`config.mk`:
```
export PLATFORM = sky130hd
export DESIGN_NAME = autoscale_frame_ctrl_flat
export DESIGN_NICKNAME = d
export VERILOG_FILES = /design/src/rtl/autoscale_frame_ctrl_if.sv /design/src/rtl/autoscale_frame_ctrl.sv /design/src/flat_wrapper.sv
export SDC_FILE = /design/constraint.sdc
export NUM_CORES = 1
export LEC_CHECK = 0
export BUFFER_PORTS_ARGS = -buffer_cell sky130_fd_sc_hd__buf_2
export CAP_MARGIN = 20
export CORE_AREA = 5 5 89 91
export DETAILED_ROUTE_END_ITERATION = 6
export DIE_AREA = 0 0 94 96
export GPL_TIMING_DRIVEN = 0
export PLACE_DENSITY = 0.62
export SETUP_SLACK_MARGIN = 0.1
export SYNTH_ARGS = -nofsm -noshare
export SYNTH_HDL_FRONTEND = slang
export SYNTH_SLANG_ARGS = --single-unit
```
`constraint.sdc`:
```
create_clock -name clk -period 1.85 [get_ports clk]
set_clock_uncertainty 0.1 [all_clocks]
set_input_delay 0.185 -clock clk [delete_from_list [all_inputs] [get_ports clk]]
set_output_delay 0.185 -clock clk [all_outputs]
set_load 0.01 [all_outputs]
```
`src/rtl/autoscale_frame_ctrl_if.sv`:
```
// Sample-statistics and shift-control bus of the autoscale frame controller.
// The master drives the per-sample MSB stream and override; the slave returns the scale.
interface autoscale_frame_ctrl_if #(
    parameter int DIN_WIDTH   = 32,
    parameter int HOLD_FRAMES = 4
);
    localparam int SW = $clog2(DIN_WIDTH);
    localparam int UW = $clog2(HOLD_FRAMES + 1);

    logic          sync_in;
    logic          msb_valid;
    logic [SW-1:0] msb_idx;
    logic          msb_nz;
    logic          force_en;
    logic [SW-1:0] force_shift;
    logic [SW-1:0] shift_cfg;
    logic          shift_update;
    logic          frame_done;
    logic          clip_flag;
    logic [UW-1:0] up_cnt;

    modport master (
        output sync_in, msb_valid, msb_idx, msb_nz, force_en, force_shift,
        input  shift_cfg, shift_update, frame_done, clip_flag, up_cnt
    );

    modport slave (
        input  sync_in, msb_valid, msb_idx, msb_nz, force_en, force_shift,
        output shift_cfg, shift_update, frame_done, clip_flag, up_cnt
    );
endinterface

```
`src/rtl/autoscale_frame_ctrl.sv`:
```
// Block-floating-point shift scheduler: tracks each frame's peak MSB index and
// derives one clamped shift per frame, lowered at once and raised only after agreement.
module autoscale_frame_ctrl #(
    parameter int DIN_WIDTH   = 32,
    parameter int MAX_SHIFT   = 10,
    parameter int MIN_SHIFT   = 3,
    parameter int HEADROOM    = 2,
    parameter int FRAME_LEN   = 1024,
    parameter int HOLD_FRAMES = 4,
    parameter int INIT_SHIFT  = 3
) (
    input  logic                  clk,
    input  logic                  rst_n,
    autoscale_frame_ctrl_if.slave bus
);
    localparam int SW = $clog2(DIN_WIDTH);
    localparam int UW = $clog2(HOLD_FRAMES + 1);
    localparam int CW = $clog2(FRAME_LEN);

    localparam logic [CW-1:0]        LAST_IDX = CW'(FRAME_LEN - 1);
    localparam logic [UW-1:0]        HOLD_U   = UW'(HOLD_FRAMES);
    localparam logic [SW-1:0]        MIN_U    = SW'(MIN_SHIFT);
    localparam logic [SW-1:0]        MAX_U    = SW'(MAX_SHIFT);
    localparam logic signed [SW+1:0] MIN_S    = (SW+2)'(MIN_SHIFT);
    localparam logic signed [SW+1:0] MAX_S    = (SW+2)'(MAX_SHIFT);
    localparam logic signed [SW+1:0] RAW_BASE = (SW+2)'(DIN_WIDTH - 1 - HEADROOM);

    typedef enum logic {
        WAIT_SYNC,
        ACCUM
    } state_t;

    state_t          state_q;
    logic [CW-1:0]   sampleCnt_q;
    logic [SW-1:0]   runMax_q;
    logic            runNz_q;
    logic [SW-1:0]   snapMax_q;
    logic            snapNz_q;
    logic            snapValid_q;
    logic [SW-1:0]   target_q;
    logic            tgtValid_q;
    logic [SW-1:0]   shiftCfg_q;
    logic            shiftUpdate_q;
    logic            frameDone_q;
    logic            clipFlag_q;
    logic [UW-1:0]   upCnt_q;

    logic            sampleNz;
    logic [SW-1:0]   mergedMax;
    logic            mergedNz;
    logic [CW-1:0]   startCnt;
    logic [SW-1:0]   startMax;
    logic            lastSample;
    logic signed [SW+1:0] rawShift;
    logic [SW-1:0]   target_d;
    logic [SW-1:0]   forceShift_d;
    logic [UW-1:0]   upInc_d;

    always_comb begin
        sampleNz   = bus.msb_valid & bus.msb_nz;
        mergedMax  = runMax_q;
        if (sampleNz && (bus.msb_idx > runMax_q)) begin
            mergedMax = bus.msb_idx;
        end
        mergedNz   = runNz_q | sampleNz;
        startCnt   = bus.msb_valid ? CW'(1) : '0;
        startMax   = sampleNz ? bus.msb_idx : '0;
        lastSample = (state_q == ACCUM) && bus.msb_valid && (sampleCnt_q == LAST_IDX);

        // A frame with no nonzero sample carries no magnitude, so it asks for the largest shift.
        rawShift = MAX_S;
        if (snapNz_q) begin
            rawShift = RAW_BASE - $signed({2'b00, snapMax_q});
        end
        if (rawShift < MIN_S) begin
            target_d = MIN_U;
        end else if (rawShift > MAX_S) begin
            target_d = MAX_U;
        end else begin
            target_d = rawShift[SW-1:0];
        end

        if (bus.force_shift < MIN_U) begin
            forceShift_d = MIN_U;
        end else if (bus.force_shift > MAX_U) begin
            forceShift_d = MAX_U;
        end else begin
            forceShift_d = bus.force_shift;
        end

        upInc_d = upCnt_q + UW'(1);
    end

    // Frame accumulation, two-stage evaluation pipeline and hysteresis share one register block.
    always_ff @(posedge clk) begin
        if (!rst_n) begin
            state_q       <= WAIT_SYNC;
            sampleCnt_q   <= '0;
            runMax_q      <= '0;
            runNz_q       <= 1'b0;
            snapMax_q     <= '0;
            snapNz_q      <= 1'b0;
            snapValid_q   <= 1'b0;
            target_q      <= '0;
            tgtValid_q    <= 1'b0;
            shiftCfg_q    <= SW'(INIT_SHIFT);
            shiftUpdate_q <= 1'b0;
            frameDone_q   <= 1'b0;
            clipFlag_q    <= 1'b0;
            upCnt_q       <= '0;
        end else begin
            snapValid_q   <= 1'b0;
            tgtValid_q    <= 1'b0;
            frameDone_q   <= 1'b0;
            shiftUpdate_q <= 1'b0;

            case (state_q)
                WAIT_SYNC: begin
                    if (bus.sync_in) begin
                        state_q     <= ACCUM;
                        sampleCnt_q <= startCnt;
                        runMax_q    <= startMax;
                        runNz_q     <= sampleNz;
                    end
                end
                ACCUM: begin
                    // The frame-end sample closes its own frame even if sync arrives with it.
                    if (lastSample) begin
                        snapMax_q   <= mergedMax;
                        snapNz_q    <= mergedNz;
                        snapValid_q <= 1'b1;
                        sampleCnt_q <= '0;
                        runMax_q    <= '0;
                        runNz_q     <= 1'b0;
                    end else if (bus.sync_in) begin
                        sampleCnt_q <= startCnt;
                        runMax_q    <= startMax;
                        runNz_q     <= sampleNz;
                    end else if (bus.msb_valid) begin
                        sampleCnt_q <= sampleCnt_q + CW'(1);
                        runMax_q    <= mergedMax;
                        runNz_q     <= mergedNz;
                    end
                end
                default: state_q <= WAIT_SYNC;
            endcase

            if (snapValid_q) begin
                target_q   <= target_d;
                clipFlag_q <= (rawShift < MIN_S);
                tgtValid_q <= 1'b1;
            end

            if (tgtValid_q) begin
                frameDone_q <= 1'b1;
            end

            if (bus.force_en) begin
                shiftCfg_q    <= forceShift_d;
                upCnt_q       <= '0;
                shiftUpdate_q <= (forceShift_d != shiftCfg_q);
            end else if (tgtValid_q) begin
                if (target_q < shiftCfg_q) begin
                    shiftCfg_q    <= target_q;
                    upCnt_q       <= '0;
                    shiftUpdate_q <= 1'b1;
                end else if (target_q == shiftCfg_q) begin
                    upCnt_q <= '0;
                end else if (upInc_d == HOLD_U) begin
                    shiftCfg_q    <= target_q;
                    upCnt_q       <= '0;
                    shiftUpdate_q <= 1'b1;
                end else begin
                    upCnt_q <= upInc_d;
                end
            end
        end
    end

    assign bus.shift_cfg    = shiftCfg_q;
    assign bus.shift_update = shiftUpdate_q;
    assign bus.frame_done   = frameDone_q;
    assign bus.clip_flag    = clipFlag_q;
    assign bus.up_cnt       = upCnt_q;
endmodule

```
`src/flat_wrapper.sv`:
```
// flat-port wrapper written by rule: the top's interface ports become plain ports
module autoscale_frame_ctrl_flat 
#(
    parameter int DIN_WIDTH   = 32,
    parameter int MAX_SHIFT   = 10,
    parameter int MIN_SHIFT   = 3,
    parameter int HEADROOM    = 2,
    parameter int FRAME_LEN   = 1024,
    parameter int HOLD_FRAMES = 4,
    parameter int INIT_SHIFT  = 3
)
  (clk, rst_n, bus_sync_in, bus_msb_valid, bus_msb_idx, bus_msb_nz, bus_force_en, bus_force_shift, bus_shift_cfg, bus_shift_update, bus_frame_done, bus_clip_flag, bus_up_cnt);
  autoscale_frame_ctrl_if #(.DIN_WIDTH(DIN_WIDTH), .HOLD_FRAMES(HOLD_FRAMES)) bus_i ();
  input  logic clk;
  input  logic rst_n;
  input wire logic [$bits(bus_i.sync_in)-1:0] bus_sync_in;
  input wire logic [$bits(bus_i.msb_valid)-1:0] bus_msb_valid;
  input wire logic [$bits(bus_i.msb_idx)-1:0] bus_msb_idx;
  input wire logic [$bits(bus_i.msb_nz)-1:0] bus_msb_nz;
  input wire logic [$bits(bus_i.force_en)-1:0] bus_force_en;
  input wire logic [$bits(bus_i.force_shift)-1:0] bus_force_shift;
  output wire logic [$bits(bus_i.shift_cfg)-1:0] bus_shift_cfg;
  output wire logic [$bits(bus_i.shift_update)-1:0] bus_shift_update;
  output wire logic [$bits(bus_i.frame_done)-1:0] bus_frame_done;
  output wire logic [$bits(bus_i.clip_flag)-1:0] bus_clip_flag;
  output wire logic [$bits(bus_i.up_cnt)-1:0] bus_up_cnt;
  assign bus_i.sync_in = bus_sync_in;
  assign bus_i.msb_valid = bus_msb_valid;
  assign bus_i.msb_idx = bus_msb_idx;
  assign bus_i.msb_nz = bus_msb_nz;
  assign bus_i.force_en = bus_force_en;
  assign bus_i.force_shift = bus_force_shift;
  assign bus_shift_cfg = bus_i.shift_cfg;
  assign bus_shift_update = bus_i.shift_update;
  assign bus_frame_done = bus_i.frame_done;
  assign bus_clip_flag = bus_i.clip_flag;
  assign bus_up_cnt = bus_i.up_cnt;
  autoscale_frame_ctrl #(.DIN_WIDTH(DIN_WIDTH), .MAX_SHIFT(MAX_SHIFT), .MIN_SHIFT(MIN_SHIFT), .HEADROOM(HEADROOM), .FRAME_LEN(FRAME_LEN), .HOLD_FRAMES(HOLD_FRAMES), .INIT_SHIFT(INIT_SHIFT)) u_core (.clk(clk), .rst_n(rst_n), .bus(bus_i));
endmodule
```
==> impl_metrics.env, run 1 <==
export IMPL_status="finished, violations left"
export IMPL_violations="negative setup slack"
export IMPL_drive_gt1_frac=0.398
export IMPL_power_leakage_nw=1.15
export IMPL_dr_pass1_iters=4
export IMPL_htree_levels=2
export IMPL_worstSkewPairLatency_ns=0.29
export IMPL_start_kind="flip-flop"
export IMPL_routabilityCongestion=0.835
export IMPL_routed_wl_mm=5.69
export IMPL_wire_per_inst_um=13.4
export IMPL_dpl_cell_area_um2=2690
export IMPL_ctsHoldBuffers=0
export IMPL_min_period_over_period=1.05
export IMPL_cts_root_buf="clkbuf_8"
export IMPL_post_place_ws_ns=-0.148
export IMPL_core_area_um2=7060
export IMPL_die_w_um=94
export IMPL_drc_errors=0
export IMPL_viasPerCell=5.12
export IMPL_timing_worst_slew_pin_value_ns=0.561
export IMPL_area_growth_pct=33.0
export IMPL_ys_seq_elements=41
export IMPL_synth_avg_cell_area_um2=8.44
export IMPL_synth_top_area_share=0.346
export IMPL_diodes=0
export IMPL_setup_tns_ns=-0.318
export IMPL_cts_tree="yes"
export IMPL_grt_pass1_vias=2043
export IMPL_clkSinkCount=41
export IMPL_ys_types=54
export IMPL_vias=2165
export IMPL_yosysTopAreaCell="dfxtp_1"
export IMPL_synth_edff_count=0
export IMPL_io_pins=27
export IMPL_crit_path_max_fanout=4
export IMPL_max_slew_margin=0.625
export IMPL_syn_cell_area_um2=2370
export IMPL_hpwl_mm=3.95
export IMPL_crit_path_end_kind="flip-flop"
export IMPL_finalInstanceArea_um2=3150
export IMPL_setup_viol=11
export IMPL_rows=31
export IMPL_postSynthCellCount=281
export IMPL_clk_path_buf_depth=2
export IMPL_crit_type="flip-flop to flip-flop"
export IMPL_fp_dieArea_um2=9020
export IMPL_synthFlopType="dfxtp_1"
export IMPL_ys_seq_area_frac=0.346
export IMPL_cts_buffers=5
export IMPL_powerDensity_nw_per_um2=544
export IMPL_path_clk_slew_ns=0.08
export IMPL_die_h_um=96
export IMPL_rsz0062_at_grt="yes"
export IMPL_critPathRequiredTime_ns=1.92
export IMPL_portBuffers=25
export IMPL_min_period_ns=1.95
export IMPL_gr_total_overflow=0
export IMPL_ant_nets=0
export IMPL_drtIter0Drc=163
export IMPL_setup_ws_ns=-0.0959
export IMPL_yosys_warnings=0
export IMPL_synthTopCellsByArea="dfxtp_1 (35%), ha_1 (7.4%), a21oi_1 (5.1%), nor2_1 (4.1%), a211oi_1 (3.8%)"
export IMPL_antenna_found_initial=0
export IMPL_cap_violations=0
export IMPL_hold_viol_final=0
export IMPL_grt_max_degree=12
export IMPL_vdd_drop_max_uv=284
export IMPL_start_util=0.336
export IMPL_cp_arrival_ns=2.02
export IMPL_grt_pass1_wl_mm=9.24
export IMPL_async_flop_share=0
export IMPL_num_fill_cells=718
export IMPL_min_path_type="input port to flip-flop"
export IMPL_syn_nets=311
export IMPL_layout_nets=355
export IMPL_fmaxAchievable_ghz=0.514
export IMPL_drv_slew=0
export IMPL_most_common_layout_cells="buf_2 (27), nor2_1 (25), dfxtp_1 (23), a21oi_1 (22), nand2_1 (18)"
export IMPL_layout_commonest_cell="buf_2"
export IMPL_grt_usage=0.126
-- flip-flops by register name (all words and copies together) (netlist names), 3 cells and up --
| register | cells |
|---|---|
| u_core.bus.shift_cfg | 5 |
| u_core.bus.up_cnt | 3 |
| u_core.snapMax_q | 5 |
| u_core.target_q | 5 |
| u_core.sampleCnt_q | 10 |
| u_core.runMax_q | 5 |
-- metrics by stage --
step           total power, mW   util  instances  hold slack (ns)
2_1_floorplan             1.06      -        281            0.235
3_3_place_gp              1.12  0.381        405            0.363
3_5_place_dp              1.12  0.381        405            0.379
4_1_cts                   1.69  0.409        416           0.0967
5_1_grt                   1.81  0.447        423            0.119
6_report                  1.72  0.447        423            0.103
-- area by class of cell --
cell class	count	area [µm²]	share of cell area
plain buffers	11	87.6	0.0278
clock buffers	5	68.8	0.0218
clock inverters	1	5.00	0.00159
inverters	18	67.6	0.0214
multi-input cells	210	1730	0.549
flip-flops and latches	41	846	0.268
well taps	99	124	0.0393
repair buffers	38	223	0.0706
-- final timing paths --
path                            from                 endpoint  slack [ns]  cells after the start
hold / removal            bus_msb_nz           u_core.runNz_q        0.10                      3
setup / recovery  u_core.target_q[1]  u_core.bus.shift_cfg[3]        -0.1                      6
setup reg to reg  u_core.target_q[1]  u_core.bus.shift_cfg[3]        -0.1                      6
hold reg to reg   u_core.target_q[4]       u_core.target_q[4]        0.37                      2
-- cells in the mapped netlist (all sizes together), types with 2 or more instances --
| cell type | instances |
|---|---|
| nand4 | 6 |
| mux2i | 5 |
| nor2 | 26 |
| nor4 | 2 |
| xnor2 | 4 |
| dfxtp | 41 |
| o311a | 2 |
| a21oi | 24 |
| and3 | 7 |
| xor2 | 6 |
| inv | 18 |
| nand3 | 9 |
| buf | 5 |
| nand2 | 20 |
| a21o | 4 |
| a21boi | 3 |
| ha | 14 |
| a41oi | 2 |
| nor2b | 5 |
| a211oi | 13 |
| and2 | 3 |
| o21ai | 15 |
| or4 | 2 |
| a311oi | 2 |
| a31oi | 3 |
| nand3b | 2 |
| clkbuf | 7 |
| a2111oi | 3 |
| or3 | 3 |
| nand2b | 6 |
| nor3 | 4 |
-- timing repair --
item	in CTS	in global routing
setup endpoints to repair	29	35
setup buffers	6	7
resized for setup	20	47
cloned	0	0
pin swaps	9	11
-- worst max-delay path, cell delays in order (launching register included) --
cell,delay (ns)
dfxtp_1,0.43
ha_4,0.23
nor2b_4,0.12
o21ai_2,0.24
a2bb2oi_4,0.11
or4_1,0.47
o311a_1,0.13
-- kinds of logic (layout without fill, tap and decap cells) --
logic type	count (synthesis)	in the layout	synth area share
simple gates	99	99	0.227
xor+xnor	10	10	0.0369
mux	5	5	0.0211
buf+inv	30	73	0.0665
fa+ha+maj	14	14	0.0739
flops	41	41	0.346
compound gates	82	82	0.228
-- where the power goes --
part	switching (mW)	leakage, nW	internal [mW]
combinational	0.137	0.772	0.121
sequential	0.0158	0.340	0.899
clock	0.294	0.0399	0.249
-- metal layers --
| layer | track usage | vias to the layer above | share of wire |
|---|---|---|---|
| met4 | 0.0505 | 0 | 0.013 |
| met2 | 0.210 | 45 | 0.47 |
| li1 | - | 1107 | - |
| met5 | 0 | - | 0 |
| met3 | 0.0250 | 7 | 0.042 |
| met1 | 0.161 | 1006 | 0.48 |
Power figures use the tool's default switching activity.
==> run 2, diff against run 1 <==
- BUFFER_PORTS_ARGS: -buffer_cell sky130_fd_sc_hd__buf_2 -> unset
- DONT_BUFFER_PORTS: unset -> 1
- PLACE_DENSITY: 0.62 -> 0.59
- RECOVER_POWER: unset -> 50
==> run 2 against run 1 <==
- global-route usage up 0.37 points
- highest routed layer unchanged
- clock power rose by 21%
- sequential share of layout area rose by 1.3 points
- first-iteration DRC count shrank 45%
- final area decreased by 3.5%
- the run still ends with negative setup slack left
- largest cell class unchanged
- hold slack got worse by 0.079 ns
- combinational power down 15%
- largest power group unchanged
==> impl_metrics.env, run 2 (synthesized netlist as in run 1, its figures left out) <==
export IMPL_drc_errors=0
export IMPL_portBuffers=0
export IMPL_setup_tns_ns=-0.370
export IMPL_powerDensity_nw_per_um2=588
export IMPL_grt_usage=0.130
export IMPL_crit_type="flip-flop to flip-flop"
export IMPL_cts_tree="yes"
export IMPL_layout_nets=331
export IMPL_core_area_um2=7060
export IMPL_rsz0062_at_grt="yes"
export IMPL_drtIter0Drc=89
export IMPL_dr_pass1_iters=4
export IMPL_die_w_um=94
export IMPL_min_from="bus_msb_idx[3]"
export IMPL_min_period_over_period=1.05
export IMPL_setup_ws_ns=-0.0946
export IMPL_clkPwrFrac=0.366
export IMPL_antenna_found_initial=0
export IMPL_r2r_cells=7
export IMPL_critPathBufInv=1
export IMPL_worstSkewPairLatency_ns=0.29
export IMPL_vias=2122
export IMPL_cp_slowest_cell="or4_1"
export IMPL_grt_pass1_vias=2032
export IMPL_vdd_drop_max_uv=422
export IMPL_die_h_um=96
export IMPL_largest_reg_flops=10
export IMPL_layout_commonest_cell="nor2_1"
export IMPL_start_util=0.336
export IMPL_min_period_ns=1.94
export IMPL_finalInstanceArea_um2=3050
export IMPL_status="finished, violations left"
export IMPL_min_to="u_core.runMax_q[3]"
export IMPL_r2r_slack_ns=-0.09
export IMPL_r2r_start="u_core.bus.shift_cfg[1]"
export IMPL_r2r_end="u_core.bus.shift_cfg[3]"
export IMPL_critPathRequiredTime_ns=1.92
export IMPL_crit_path_max_fanout=4
export IMPL_setup_viol=13
export IMPL_diodes=0
export IMPL_viasPerCell=5.29
export IMPL_rows=31
export IMPL_cap_violations=0
export IMPL_grt_max_degree=13
export IMPL_power_mw=1.79
export IMPL_clkSinkCount=41
export IMPL_crit_path_end_kind="flip-flop"
export IMPL_wire_per_inst_um=14.5
export IMPL_num_fill_cells=722
export IMPL_start_kind="flip-flop"
export IMPL_clk_path_buf_depth=2
export IMPL_switching_power_uw=449
export IMPL_p_int_mw=1.34
export IMPL_io_pins=27
export IMPL_crit_cells=7
export IMPL_gr_total_overflow=0
export IMPL_dpl_cell_area_um2=2560
export IMPL_area_growth_pct=28.4
export IMPL_path_clk_slew_ns=0.09
export IMPL_cts_buffers=5
export IMPL_min_path_type="input port to flip-flop"
export IMPL_holdPathStages=2
export IMPL_critPathTopFamily="simple AND/OR/NAND/NOR gates"
export IMPL_violations="negative setup slack"
export IMPL_drive_gt1_frac=0.321
export IMPL_grt_pass1_wl_mm=9.42
export IMPL_routabilityCongestion=0.830
export IMPL_max_stage_delay_ns=0.41
export IMPL_cp_arrival_ns=2.02
export IMPL_drv_slew=0
export IMPL_fmaxAchievable_ghz=0.514
export IMPL_regMostFlops="u_core.sampleCnt_q"
export IMPL_routed_wl_mm=5.80
export IMPL_swShare=0.250
export IMPL_power_frac_seq=0.511
export IMPL_hpwl_mm=3.98
export IMPL_most_common_layout_cells="nor2_1 (26), dfxtp_1 (23), a21oi_1 (22), nand2_1 (19), dfxtp_2 (13)"
export IMPL_hold_viol_final=0
export IMPL_cts_root_buf="clkbuf_8"
export IMPL_power_leakage_nw=1.06
export IMPL_max_slew_margin=0.655
export IMPL_ant_nets=0
export IMPL_path_cells="inv_2 -> ha_1 -> nor2b_1 -> o21ai_2 -> a2bb2oi_4 -> or4_1 -> o311a_1"
export IMPL_fp_dieArea_um2=9020
export IMPL_timing_worst_slew_pin_value_ns=0.515
export IMPL_htree_levels=2
export IMPL_combPwrFrac=0.123
-- run 2: repair_timing --
action | CTS | global route
buffers inserted | 7 | 2
endpoints found under the hold margin | 5 | 1
resized for setup | 29 | 39
hold buffers | 4 | 1
pin swaps | 9 | 6
endpoints found under the setup margin | 31 | 35
gates cloned | 0 | 0
-- run 2: power by group through the flow --
stage | Clock [mW] | Sequential, mW | Combinational (mW)
2_1_floorplan | 0 | 0.934 | 0.124
3_3_place_gp | 0 | 0.938 | 0.151
3_5_place_dp | 0 | 0.938 | 0.153
4_1_cts | 0.676 | 0.915 | 0.182
5_1_grt | 0.724 | 0.919 | 0.244
6_report | 0.655 | 0.916 | 0.220
-- run 2: layout make-up --
type | count | area [µm²] | share of cell area
Clock inverter | 1 | 5.00 | 0.00164
Tap cell | 99 | 124 | 0.0407
Buffer | 11 | 87.6 | 0.0288
Inverter | 18 | 70.1 | 0.0230
Clock buffer | 7 | 96.3 | 0.0316
Multi-Input combinational cell | 210 | 1690 | 0.555
Timing Repair Buffer | 14 | 118 | 0.0386
Sequential cell | 41 | 856 | 0.281
-- run 2: worst max path at each step --
stage	slack (ns)	end	startpoint
final	-0.09	u_core.bus.shift_cfg[3]	u_core.bus.shift_cfg[1]
after global routing	-0.15	u_core.bus.shift_cfg[0]	u_core.bus.shift_cfg[3]
after CTS	-0.08	u_core.bus.shift_cfg[3]	u_core.bus.shift_cfg[4]
after detailed placement	-0.16	u_core.bus.shift_cfg[2]	u_core.target_q[4]
after global placement	-0.15	u_core.bus.shift_cfg[2]	u_core.bus.shift_cfg[4]
after floorplan	-0.04	u_core.bus.shift_cfg[2]	u_core.bus.shift_cfg[4]
-- run 2: stage by stage --
| step | hold WS [ns] | worst slack, ns | cells | utilization |
|---|---|---|---|---|
| after floorplan | 0.235 | -0.0441 | 281 | - |
| after global placement | 0.271 | -0.147 | 380 | 0.363 |
| after global routing | 0.0170 | -0.153 | 401 | 0.431 |
| final | 0.0242 | -0.0946 | 401 | 0.431 |
| after detailed placement | 0.274 | -0.155 | 380 | 0.363 |
| after CTS | 0.00206 | -0.0800 | 398 | 0.407 |
-- run 2: metal layers --
layer  wire (µm)  share of wire  up-vias  GRT usage
li1            -              -     1064          -
met1        2630           0.45     1000      0.159
met2        2780           0.48       50      0.214
met3         311          0.054        8     0.0399
met4          72          0.012        0     0.0517
met5           0              0        -          0
==> run 3, diff against run 2 <==
- SKIP_LAST_GASP: unset -> 1
==> run 3 against run 2 <==
- the flow still finishes with violations (negative setup slack)
- count of clock-buffer cells in the layout is the same
- total power shrank 0.14%
- global-route usage is essentially flat
- wire length shrank 0.41%
- core utilization shrank 0.14 points
- final area shrank 0.33%
- setup slack gained 0.0033 ns
- die area is the same
- sequential cell count is the same
- critical path depth is the same
==> impl_metrics.env, run 3 (synthesized netlist as in run 1, its figures left out) <==
export IMPL_post_place_ws_ns=-0.155
export IMPL_layout_commonest_cell="nor2_1"
export IMPL_wire_per_inst_um=14.4
export IMPL_hpwl_mm=3.98
export IMPL_clk_path_buf_depth=2
export IMPL_swShare=0.250
export IMPL_drv_slew=0
export IMPL_regMostFlops="u_core.sampleCnt_q"
export IMPL_status="finished, violations left"
export IMPL_grt_pass1_vias=2031
export IMPL_cts_root_buf="clkbuf_8"
export IMPL_start_kind="flip-flop"
export IMPL_post_route_util=0.430
export IMPL_grt_max_degree=13
export IMPL_layout_nets=331
export IMPL_finalInstanceArea_um2=3040
export IMPL_start_util=0.336
export IMPL_power_frac_seq=0.512
export IMPL_r2r_end="u_core.bus.shift_cfg[3]"
export IMPL_vdd_drop_max_uv=423
export IMPL_r2r_cells=7
export IMPL_min_path_type="input port to flip-flop"
export IMPL_clkSinkCount=41
export IMPL_grt_usage=0.130
export IMPL_r2r_slack_ns=-0.09
export IMPL_combPwrFrac=0.122
export IMPL_htree_levels=2
export IMPL_portBuffers=0
export IMPL_cp_arrival_ns=2.01
export IMPL_die_h_um=96
export IMPL_crit_path_max_fanout=4
export IMPL_antenna_found_initial=0
export IMPL_placed_cells=380
export IMPL_holdPathStages=2
export IMPL_min_period_ns=1.94
export IMPL_max_slew_margin=0.655
export IMPL_r2r_start="u_core.bus.shift_cfg[1]"
export IMPL_cts_tree="yes"
export IMPL_io_pins=27
export IMPL_min_to="u_core.runMax_q[3]"
export IMPL_final_cells=401
export IMPL_diodes=0
export IMPL_fp_dieArea_um2=9020
export IMPL_fmaxAchievable_ghz=0.515
export IMPL_dr_pass1_iters=4
export IMPL_area_growth_pct=28.0
export IMPL_setup_viol=14
export IMPL_clkPwrFrac=0.366
export IMPL_ant_nets=0
export IMPL_powerDensity_nw_per_um2=589
export IMPL_dpl_cell_area_um2=2560
export IMPL_p_int_mw=1.34
export IMPL_drive_gt1_frac=0.315
export IMPL_viasPerCell=5.23
export IMPL_violations="negative setup slack"
export IMPL_drc_errors=0
export IMPL_crit_type="flip-flop to flip-flop"
export IMPL_critPathRequiredTime_ns=1.92
export IMPL_most_common_layout_cells="nor2_1 (26), dfxtp_1 (23), a21oi_1 (22), nand2_1 (19), dfxtp_2 (13)"
export IMPL_setup_tns_ns=-0.389
export IMPL_drtIter0Drc=65
export IMPL_core_area_um2=7060
export IMPL_grt_pass1_wl_mm=9.38
export IMPL_setup_ws_ns=-0.0913
export IMPL_routabilityCongestion=0.830
export IMPL_routed_wl_mm=5.78
export IMPL_path_clk_slew_ns=0.08
export IMPL_min_from="bus_msb_idx[3]"
export IMPL_gr_total_overflow=0
export IMPL_hold_viol_final=0
export IMPL_worstSkewPairLatency_ns=0.29
export IMPL_die_w_um=94
export IMPL_rows=31
export IMPL_cap_violations=0
export IMPL_cts_buffers=5
export IMPL_power_leakage_nw=1.06
export IMPL_switching_power_uw=446
export IMPL_rsz0062_at_grt="yes"
export IMPL_min_period_over_period=1.05
export IMPL_vias=2099
export IMPL_largest_reg_flops=10
export IMPL_timing_worst_slew_pin_value_ns=0.515
export IMPL_crit_path_end_kind="flip-flop"
[run 3: cell count changes in the layout (fill, tap and decap cells not counted)]
cell / delta
a211oi_1: +2
a211oi_2: -2
[run 3: what timing repair did]
item                                    4_1_cts  5_1_grt
gates resized for setup                      28       38
endpoints found under the setup margin       31       35
cloned                                        0        0
pin swaps                                     9        7
hold buffers                                  4        1
hold endpoints to repair                      5        1
buffers inserted                              7        2
[run 3: final cells by class]
class	instances	area (µm²)
Buffer	11	87.6
Multi-Input combinational cell	210	1680
Timing Repair Buffer	14	118
Fill cell	724	4020
Sequential cell	41	856
Tap cell	99	124
Clock buffer	7	96.3
Inverter	18	70.1
Clock inverter	1	5.00
[run 3: power by group through the flow]
stage	clock network, mW	logic [mW]	registers, mW
2_1_floorplan	0	0.124	0.934
3_3_place_gp	0	0.151	0.938
3_5_place_dp	0	0.153	0.938
4_1_cts	0.676	0.181	0.915
5_1_grt	0.724	0.243	0.919
6_report	0.654	0.219	0.916
[run 3: routing by layer]
layer  routed length [µm]  global-route usage
met1                 2630               0.158
met2                 2760               0.214
met3                  324              0.0399
met4                   59              0.0517
met5                    0                   0
[run 3: worst max path at each step]
| stage | start | endpoint | depth (start not counted) |
|---|---|---|---|
| after floorplan | u_core.bus.shift_cfg[4] | u_core.bus.shift_cfg[2] | 7 |
| after global placement | u_core.bus.shift_cfg[4] | u_core.bus.shift_cfg[2] | 7 |
| after detailed placement | u_core.target_q[4] | u_core.bus.shift_cfg[2] | 6 |
| after CTS | u_core.bus.shift_cfg[4] | u_core.bus.shift_cfg[3] | 7 |
| after global routing | u_core.bus.shift_cfg[3] | u_core.bus.shift_cfg[0] | 7 |
| final | u_core.bus.shift_cfg[1] | u_core.bus.shift_cfg[3] | 7 |
[run 3: worst max-delay path, cell delays in order, from the launching register on]
cell       delay [ns]
dfxtp_4          0.39
inv_2            0.05
ha_1             0.29
nor2b_1          0.14
o21ai_2          0.20
a2bb2oi_4        0.09
or4_1            0.41
o311a_1          0.14
[run 3: stage by stage]
stage | power (mW) | hold slack, ns
floorplan | 1.06 | 0.235
global placement | 1.09 | 0.271
detailed placement | 1.09 | 0.274
CTS | 1.77 | 0.00201
global route | 1.88 | 0.0170
finish | 1.79 | 0.0260
